[config.mk]
export PLATFORM = sky130hd
export DESIGN_NAME = axi_lite_wr_arbiter_flat
export DESIGN_NICKNAME = d
export VERILOG_FILES = /design/src/rtl/axi_lite_wr_arbiter_pkg.sv /design/src/rtl/axi_lite_wr_arbiter_if.sv /design/src/rtl/axi_lite_wr_arbiter_rr_arbiter.sv /design/src/rtl/axi_lite_wr_arbiter.sv /design/src/flat_wrapper.sv
export SDC_FILE = /design/constraint.sdc
export NUM_CORES = 1
export LEC_CHECK = 0
export BUFFER_PORTS_ARGS = -buffer_cell sky130_fd_sc_hd__buf_2
export CORE_AREA = 2 2 140 142
export DETAILED_ROUTE_END_ITERATION = 8
export DIE_AREA = 0 0 142 144
export PLACE_DENSITY = 0.66
export SLEW_MARGIN = 10
export SYNTH_ARGS = -nofsm -noshare
export SYNTH_HDL_FRONTEND = slang
export SYNTH_SLANG_ARGS = --single-unit
export TNS_END_PERCENT = 30
[constraint.sdc]
create_clock -name clk -period 5.7 [get_ports clk]
set_clock_uncertainty 0.05 [all_clocks]
set_input_delay 0.285 -clock clk [delete_from_list [all_inputs] [get_ports clk]]
set_output_delay 0.285 -clock clk [all_outputs]
set_load 0.01 [all_outputs]
[src/rtl/axi_lite_wr_arbiter_pkg.sv]
// Shared types for the AXI4-Lite write arbiter.
package axi_lite_pkg;

  localparam int unsigned RESP_W = 2;

  typedef enum logic [RESP_W-1:0] {
    OKAY   = 2'b00,
    EXOKAY = 2'b01,
    SLVERR = 2'b10,
    DECERR = 2'b11
  } resp_t;

  typedef enum logic [1:0] {
    IDLE      = 2'd0,
    ADDR_DATA = 2'd1,
    RESP      = 2'd2,
    DONE      = 2'd3
  } wr_arb_state_t;

endpackage

[src/rtl/axi_lite_wr_arbiter_if.sv]
// AXI4-Lite write channels (AW, W, B) between the arbiter and the fabric.
interface axi_lite_wr_arbiter_if #(
  parameter int unsigned ADDR_W = 32,
  parameter int unsigned DATA_W = 32
);
  import axi_lite_pkg::*;

  localparam int unsigned STRB_W = DATA_W / 8;

  logic [ADDR_W-1:0] awaddr;
  logic              awvalid;
  logic              awready;
  logic [DATA_W-1:0] wdata;
  logic [STRB_W-1:0] wstrb;
  logic              wvalid;
  logic              wready;
  logic [RESP_W-1:0] bresp;
  logic              bvalid;
  logic              bready;

  modport master (
    output awaddr, awvalid, wdata, wstrb, wvalid, bready,
    input  awready, wready, bresp, bvalid
  );

  modport slave (
    input  awaddr, awvalid, wdata, wstrb, wvalid, bready,
    output awready, wready, bresp, bvalid
  );

endinterface

[src/rtl/axi_lite_wr_arbiter_rr_arbiter.sv]
// Round-robin pick: lowest requesting index at or after ptr, with wrap-around.
module rr_arbiter #(
  parameter int unsigned NUM_REQ = 4
) (
  input  logic [NUM_REQ-1:0]         req,
  input  logic [$clog2(NUM_REQ)-1:0] ptr,
  output logic                       grant_valid,
  output logic [$clog2(NUM_REQ)-1:0] grant_idx
);

  localparam int unsigned IDX_W = $clog2(NUM_REQ);

  // Scan offsets from farthest to nearest so the nearest requester wins.
  always_comb begin
    int unsigned cand;
    grant_valid = 1'b0;
    grant_idx   = '0;
    cand        = 0;
    for (int k = NUM_REQ - 1; k >= 0; k--) begin
      cand = 32'(ptr) + 32'(k);
      if (cand >= NUM_REQ) begin
        cand = cand - NUM_REQ;
      end
      if (req[IDX_W'(cand)]) begin
        grant_valid = 1'b1;
        grant_idx   = IDX_W'(cand);
      end
    end
  end

endmodule

[src/rtl/axi_lite_wr_arbiter.sv]
// Shares one AXI4-Lite write channel set among NUM_REQ requesters, one
// complete write at a time, round-robin, with a one-cycle ack per write.
module axi_lite_wr_arbiter
  import axi_lite_pkg::*;
#(
  parameter int unsigned NUM_REQ = 4,
  parameter int unsigned ADDR_W  = 32,
  parameter int unsigned DATA_W  = 32
) (
  input  logic                           clk,
  input  logic                           rst,
  input  logic [NUM_REQ-1:0]             req,
  input  logic [NUM_REQ*ADDR_W-1:0]      req_addr,
  input  logic [NUM_REQ*DATA_W-1:0]      req_data,
  input  logic [NUM_REQ*(DATA_W/8)-1:0]  req_strb,
  output logic [NUM_REQ-1:0]             ack,
  output logic [RESP_W-1:0]              ack_resp,
  output logic                           busy,
  axi_lite_wr_arbiter_if.master          m_axi
);

  localparam int unsigned STRB_W = DATA_W / 8;
  localparam int unsigned IDX_W  = $clog2(NUM_REQ);

  logic [ADDR_W-1:0] addr_arr [NUM_REQ];
  logic [DATA_W-1:0] data_arr [NUM_REQ];
  logic [STRB_W-1:0] strb_arr [NUM_REQ];

  wr_arb_state_t      state_q, state_d;
  logic [IDX_W-1:0]   grant_q, grant_d;
  logic [IDX_W-1:0]   ptr_q, ptr_d;
  logic [ADDR_W-1:0]  awaddr_q, awaddr_d;
  logic [DATA_W-1:0]  wdata_q, wdata_d;
  logic [STRB_W-1:0]  wstrb_q, wstrb_d;
  logic               awvalid_q, awvalid_d;
  logic               wvalid_q, wvalid_d;
  logic               bready_q, bready_d;
  logic [NUM_REQ-1:0] ack_q, ack_d;
  resp_t              ack_resp_q, ack_resp_d;
  logic               busy_q, busy_d;

  logic               grant_valid;
  logic [IDX_W-1:0]   grant_idx;
  logic               aw_done, w_done;

  for (genvar g = 0; g < NUM_REQ; g++) begin : g_unpack
    assign addr_arr[g] = req_addr[g*ADDR_W +: ADDR_W];
    assign data_arr[g] = req_data[g*DATA_W +: DATA_W];
    assign strb_arr[g] = req_strb[g*STRB_W +: STRB_W];
  end

  rr_arbiter #(.NUM_REQ(NUM_REQ)) u_rr (
    .req         (req),
    .ptr         (ptr_q),
    .grant_valid (grant_valid),
    .grant_idx   (grant_idx)
  );

  // A channel is finished once its valid is low or its handshake fires now.
  assign aw_done = !awvalid_q || m_axi.awready;
  assign w_done  = !wvalid_q  || m_axi.wready;

  // Next-state and registered-output logic for the write sequencer.
  always_comb begin
    state_d    = state_q;
    grant_d    = grant_q;
    ptr_d      = ptr_q;
    awaddr_d   = awaddr_q;
    wdata_d    = wdata_q;
    wstrb_d    = wstrb_q;
    awvalid_d  = awvalid_q;
    wvalid_d   = wvalid_q;
    bready_d   = bready_q;
    ack_d      = '0;
    ack_resp_d = ack_resp_q;
    busy_d     = busy_q;

    unique case (state_q)
      IDLE: begin
        if (grant_valid) begin
          grant_d   = grant_idx;
          awaddr_d  = addr_arr[grant_idx];
          wdata_d   = data_arr[grant_idx];
          wstrb_d   = strb_arr[grant_idx];
          awvalid_d = 1'b1;
          wvalid_d  = 1'b1;
          busy_d    = 1'b1;
          state_d   = ADDR_DATA;
        end
      end
      ADDR_DATA: begin
        if (m_axi.awready) awvalid_d = 1'b0;
        if (m_axi.wready)  wvalid_d  = 1'b0;
        if (aw_done && w_done) begin
          bready_d = 1'b1;
          state_d  = RESP;
        end
      end
      RESP: begin
        if (m_axi.bvalid && bready_q) begin
          ack_resp_d = resp_t'(m_axi.bresp);
          bready_d   = 1'b0;
          ack_d      = NUM_REQ'(1) << grant_q;
          busy_d     = 1'b0;
          state_d    = DONE;
        end
      end
      DONE: begin
        ptr_d   = (grant_q == IDX_W'(NUM_REQ - 1)) ? '0 : grant_q + IDX_W'(1);
        state_d = IDLE;
      end
      default: state_d = IDLE;
    endcase
  end

  // State and output registers; reset aborts any in-flight write.
  always_ff @(posedge clk or posedge rst) begin
    if (rst) begin
      state_q    <= IDLE;
      grant_q    <= '0;
      ptr_q      <= '0;
      awaddr_q   <= '0;
      wdata_q    <= '0;
      wstrb_q    <= '0;
      awvalid_q  <= 1'b0;
      wvalid_q   <= 1'b0;
      bready_q   <= 1'b0;
      ack_q      <= '0;
      ack_resp_q <= OKAY;
      busy_q     <= 1'b0;
    end else begin
      state_q    <= state_d;
      grant_q    <= grant_d;
      ptr_q      <= ptr_d;
      awaddr_q   <= awaddr_d;
      wdata_q    <= wdata_d;
      wstrb_q    <= wstrb_d;
      awvalid_q  <= awvalid_d;
      wvalid_q   <= wvalid_d;
      bready_q   <= bready_d;
      ack_q      <= ack_d;
      ack_resp_q <= ack_resp_d;
      busy_q     <= busy_d;
    end
  end

  assign m_axi.awaddr  = awaddr_q;
  assign m_axi.awvalid = awvalid_q;
  assign m_axi.wdata   = wdata_q;
  assign m_axi.wstrb   = wstrb_q;
  assign m_axi.wvalid  = wvalid_q;
  assign m_axi.bready  = bready_q;
  assign ack           = ack_q;
  assign ack_resp      = ack_resp_q;
  assign busy          = busy_q;

endmodule
[src/flat_wrapper.sv]
// flat-port wrapper written by rule: the top's interface ports become plain ports
module axi_lite_wr_arbiter_flat import axi_lite_pkg::*;
#(
  parameter int unsigned NUM_REQ = 4,
  parameter int unsigned ADDR_W  = 32,
  parameter int unsigned DATA_W  = 32
)
  (clk, rst, req, req_addr, req_data, req_strb, ack, ack_resp, busy, m_axi_awaddr, m_axi_awvalid, m_axi_wdata, m_axi_wstrb, m_axi_wvalid, m_axi_bready, m_axi_awready, m_axi_wready, m_axi_bresp, m_axi_bvalid);
  axi_lite_wr_arbiter_if #(.ADDR_W(ADDR_W), .DATA_W(DATA_W)) m_axi_i ();
  input  logic clk;
  input  logic rst;
  input  logic [NUM_REQ-1:0] req;
  input  logic [NUM_REQ*ADDR_W-1:0] req_addr;
  input  logic [NUM_REQ*DATA_W-1:0] req_data;
  input  logic [NUM_REQ*(DATA_W/8)-1:0] req_strb;
  output logic [NUM_REQ-1:0] ack;
  output logic [RESP_W-1:0] ack_resp;
  output logic busy;
  output wire logic [$bits(m_axi_i.awaddr)-1:0] m_axi_awaddr;
  output wire logic [$bits(m_axi_i.awvalid)-1:0] m_axi_awvalid;
  output wire logic [$bits(m_axi_i.wdata)-1:0] m_axi_wdata;
  output wire logic [$bits(m_axi_i.wstrb)-1:0] m_axi_wstrb;
  output wire logic [$bits(m_axi_i.wvalid)-1:0] m_axi_wvalid;
  output wire logic [$bits(m_axi_i.bready)-1:0] m_axi_bready;
  input wire logic [$bits(m_axi_i.awready)-1:0] m_axi_awready;
  input wire logic [$bits(m_axi_i.wready)-1:0] m_axi_wready;
  input wire logic [$bits(m_axi_i.bresp)-1:0] m_axi_bresp;
  input wire logic [$bits(m_axi_i.bvalid)-1:0] m_axi_bvalid;
  assign m_axi_awaddr = m_axi_i.awaddr;
  assign m_axi_awvalid = m_axi_i.awvalid;
  assign m_axi_wdata = m_axi_i.wdata;
  assign m_axi_wstrb = m_axi_i.wstrb;
  assign m_axi_wvalid = m_axi_i.wvalid;
  assign m_axi_bready = m_axi_i.bready;
  assign m_axi_i.awready = m_axi_awready;
  assign m_axi_i.wready = m_axi_wready;
  assign m_axi_i.bresp = m_axi_bresp;
  assign m_axi_i.bvalid = m_axi_bvalid;
  axi_lite_wr_arbiter #(.NUM_REQ(NUM_REQ), .ADDR_W(ADDR_W), .DATA_W(DATA_W)) u_core (.clk(clk), .rst(rst), .req(req), .req_addr(req_addr), .req_data(req_data), .req_strb(req_strb), .ack(ack), .ack_resp(ack_resp), .busy(busy), .m_axi(m_axi_i));
endmodule
==> run metrics <==
Pleak 3.95 nW; top post-synthesis cells by area dfrtp_1 37%, nand2_1 11%, mux2i_1 6.3%; top cell type's share of synthesized area 36.5%; Core ar. 19100 um2; residual DRC count 0; Vias per Instance 4.85; mapped cell area 5760 um2; upper clock frequency limit 404 MHz; hold buffers post-CTS 0; post_cts resized 0; Synth Instances 606; initial core utilization 30.2%; DIE WIDTH 142 um; Final Wtd Congestion 0.782; initial antenna violation count 0; Worst setup endpoint u_core.m_axi.wdata[27]; clock sinks 84; CP Cell Sequence a21boi_1 > o221a_4 > and2_1 > a2111oi_2 > a211oi_1; final setup TNS 0 ns; Setup Crit Path Kind reg -> reg; maxcap violations 0; RR Startpoint u_core.ptr_q[1]; clock latency at the later pin of the worst-skew pair 0.34 ns; layout cells sized above 1 48.6%; via count 5707; Design Power 3.75 mW; area leader, netlist dfrtp_1; register-to-register setup slack 3.22 ns; actual slew at the worst max-slew pin 1.14 ns; CTS buffer count 9; dpl hpwl 13800 um; Synth Warn # 0; Tcrit/Tclk final 43.5%; total track usage 17.4%; Arr. time, crit path 2.66 ns; distinct cell type count after synthesis 41; Final ANT Viol Nets 0; CTS H-tree depth 3; post-route minimum period 2.48 ns; Routed WL per cell 15.9 um; Max-slew headroom 23.6%; vias in the first global route 5443; drt pass-1 iters 5; max incr delay on CP 0.86 ns; final setup fails 0; share of the yosys chip area belonging to registers 36.5%; clock slew at reported path FFs 0.07 ns; Die Y 144 um; post-CTS setup buffer count 0; ANT cells 0; PwrDens 471 nW/um2; number of flops mapped to enable cells by yosys 0; status finished, final reports clean; crit-path max FO 95; Die Footprint 20400 um2; Yosys reg bits 84; crit path max-delay cell type o221a_4; clk buf depth 2; Hold Crit Class in -> async; Mapped Nets 898; CTS root buf clkbuf_16; Cell Rows 51; CP startpoint kind flop; Worst Reg-to-Reg Cells 5; Peak supply drop 0.268 mV; Fill cells 1928; Avg Inst Size Synth 9.50 um2; # IOs 361; final count of pins violating max slew 0; asr flop ratio synth 100%; Final nets 1225; Required @ worst endpoint 5.88 ns; Setup crit start u_core.ptr_q[1]; endpoint type of the worst setup path flop; final hold viol count 0; first-pass GRT wire length 28200 um; total congestion overflow 0; synth-to-layout area growth 38.4%; setup repair after global routing missed its margin no; starting DRC count in detailed routing 234; reg2reg end u_core.m_axi.wdata[27]; CTS tree done; port bufs 360; largest net degree at the start of global routing 96; final WL 18700 um; top_reg_cell synth dfrtp_1
==> state kept, by name, indices dropped and copies added (netlist names) <==
| signal | count |
|---|---|
| u_core.ack | 4 |
| u_core.ack_resp | 2 |
| u_core.busy | 1 |
| u_core.grant_q | 2 |
| u_core.m_axi.awaddr | 32 |
| u_core.m_axi.awvalid | 1 |
| u_core.m_axi.bready | 1 |
| u_core.m_axi.wdata | 32 |
| u_core.m_axi.wstrb | 4 |
| u_core.m_axi.wvalid | 1 |
| u_core.ptr_q | 2 |
| u_core.state_q | 2 |
==> cell families after synthesis <==
family / synth area share [%]
AND/OR/NAND/NOR: 18.9
multiplexers: 8.41
adder cells (fa/ha/maj): 1.96
AO/OA/AOI/OAI: 28.4
buffers and inverters: 5.83
flip-flops: 36.5
==> worst max-delay path, delay by kind of cell (launching register included) <==
kind	cells	cell delay, ns
compound gates	4	1.51
simple gates	1	0.27
flops	1	0.44
==> metrics by stage <==
stage	hold slack [ns]	worst slack (ns)	instance area (um2)	cells	utilization, %
floorplan	0.387	3.20	5760	606	-
global placement	0.382	2.97	7670	1160	40.2
detailed placement	0.391	2.93	7670	1160	40.2
CTS	0.0160	3.21	7960	1176	41.7
global route	0.0497	3.04	7960	1176	41.7
finish	0.00406	3.22	7960	1176	41.7
==> Yosys cell counts (5+ instances only) <==
master / count
nand2_1: 173
dfrtp_1: 84
mux2i_1: 36
a21oi_1: 34
and2_1: 34
nor2_1: 33
a221o_1: 32
a211oi_2: 24
a2111oi_2: 20
buf_2: 19
clkbuf_1: 18
o21ai_0: 12
a2111oi_4: 10
mux2_2: 10
ha_1: 9
inv_1: 8
a211oi_1: 7
a22oi_1: 6
buf_6: 5
==> cell type report <==
type,instances,area (um2),area share (%)
Timing Repair Buffer,367,1880,23.6
Inverter,8,31.3,0.393
Clock inverter,6,65.1,0.817
Sequential cell,84,2100,26.4
Tap cell,238,298,3.74
Multi-Input combinational cell,463,3360,42.2
Clock buffer,10,229,2.88
==> routing by layer <==
layer / GRT usage [%] / vias up / routed length [um]
li1: - / 2813 / -
met1: 22.0 / 2630 / 7840
met2: 29.9 / 247 / 9330
met3: 4.11 / 15 / 1290
met4: 4.84 / 2 / 233
met5: 0 / - / 40
==> cells in the final DEF, fill, tap and decap left out, types with 2 or more instances in the layout <==
master and count:
o21ai_0 12, a211oi_2 24, and2_1 34, a22oi_1 6, clkinv_4 2, clkinv_2 3, ha_1 9, a221o_1 32
clkbuf_16 9, buf_2 360, nand2_1 173, inv_1 7, a22o_1 2, a21oi_1 34, a2111oi_4 10, a2111oi_2 20
nor2b_1 3, nor2_1 33, mux2_2 10, a211oi_1 7, buf_4 5, dfrtp_1 84, buf_12 2, mux2i_1 36
==> how the worst min path moves through the flow <==
stage                        start                  end  slack (ns)  cells after the start
floorplan           m_axi_bresp[0]   u_core.ack_resp[0]        0.39                      1
global placement               rst  u_core.m_axi.bready        0.38                      2
detailed placement             rst  u_core.m_axi.bready        0.39                      2
CTS                            rst          u_core.busy        0.02                      2
global route                   rst          u_core.busy        0.05                      2
finish                         rst          u_core.busy       0.004                      2
==> power by group <==
group | switching, mW | total (mW) | internal (mW)
Clock | 0.250 | 0.590 | 0.340
Combinational | 1.23 | 2.10 | 0.871
Sequential | 0.175 | 1.06 | 0.886
Note: power is estimated with default switching activity, not from simulation.
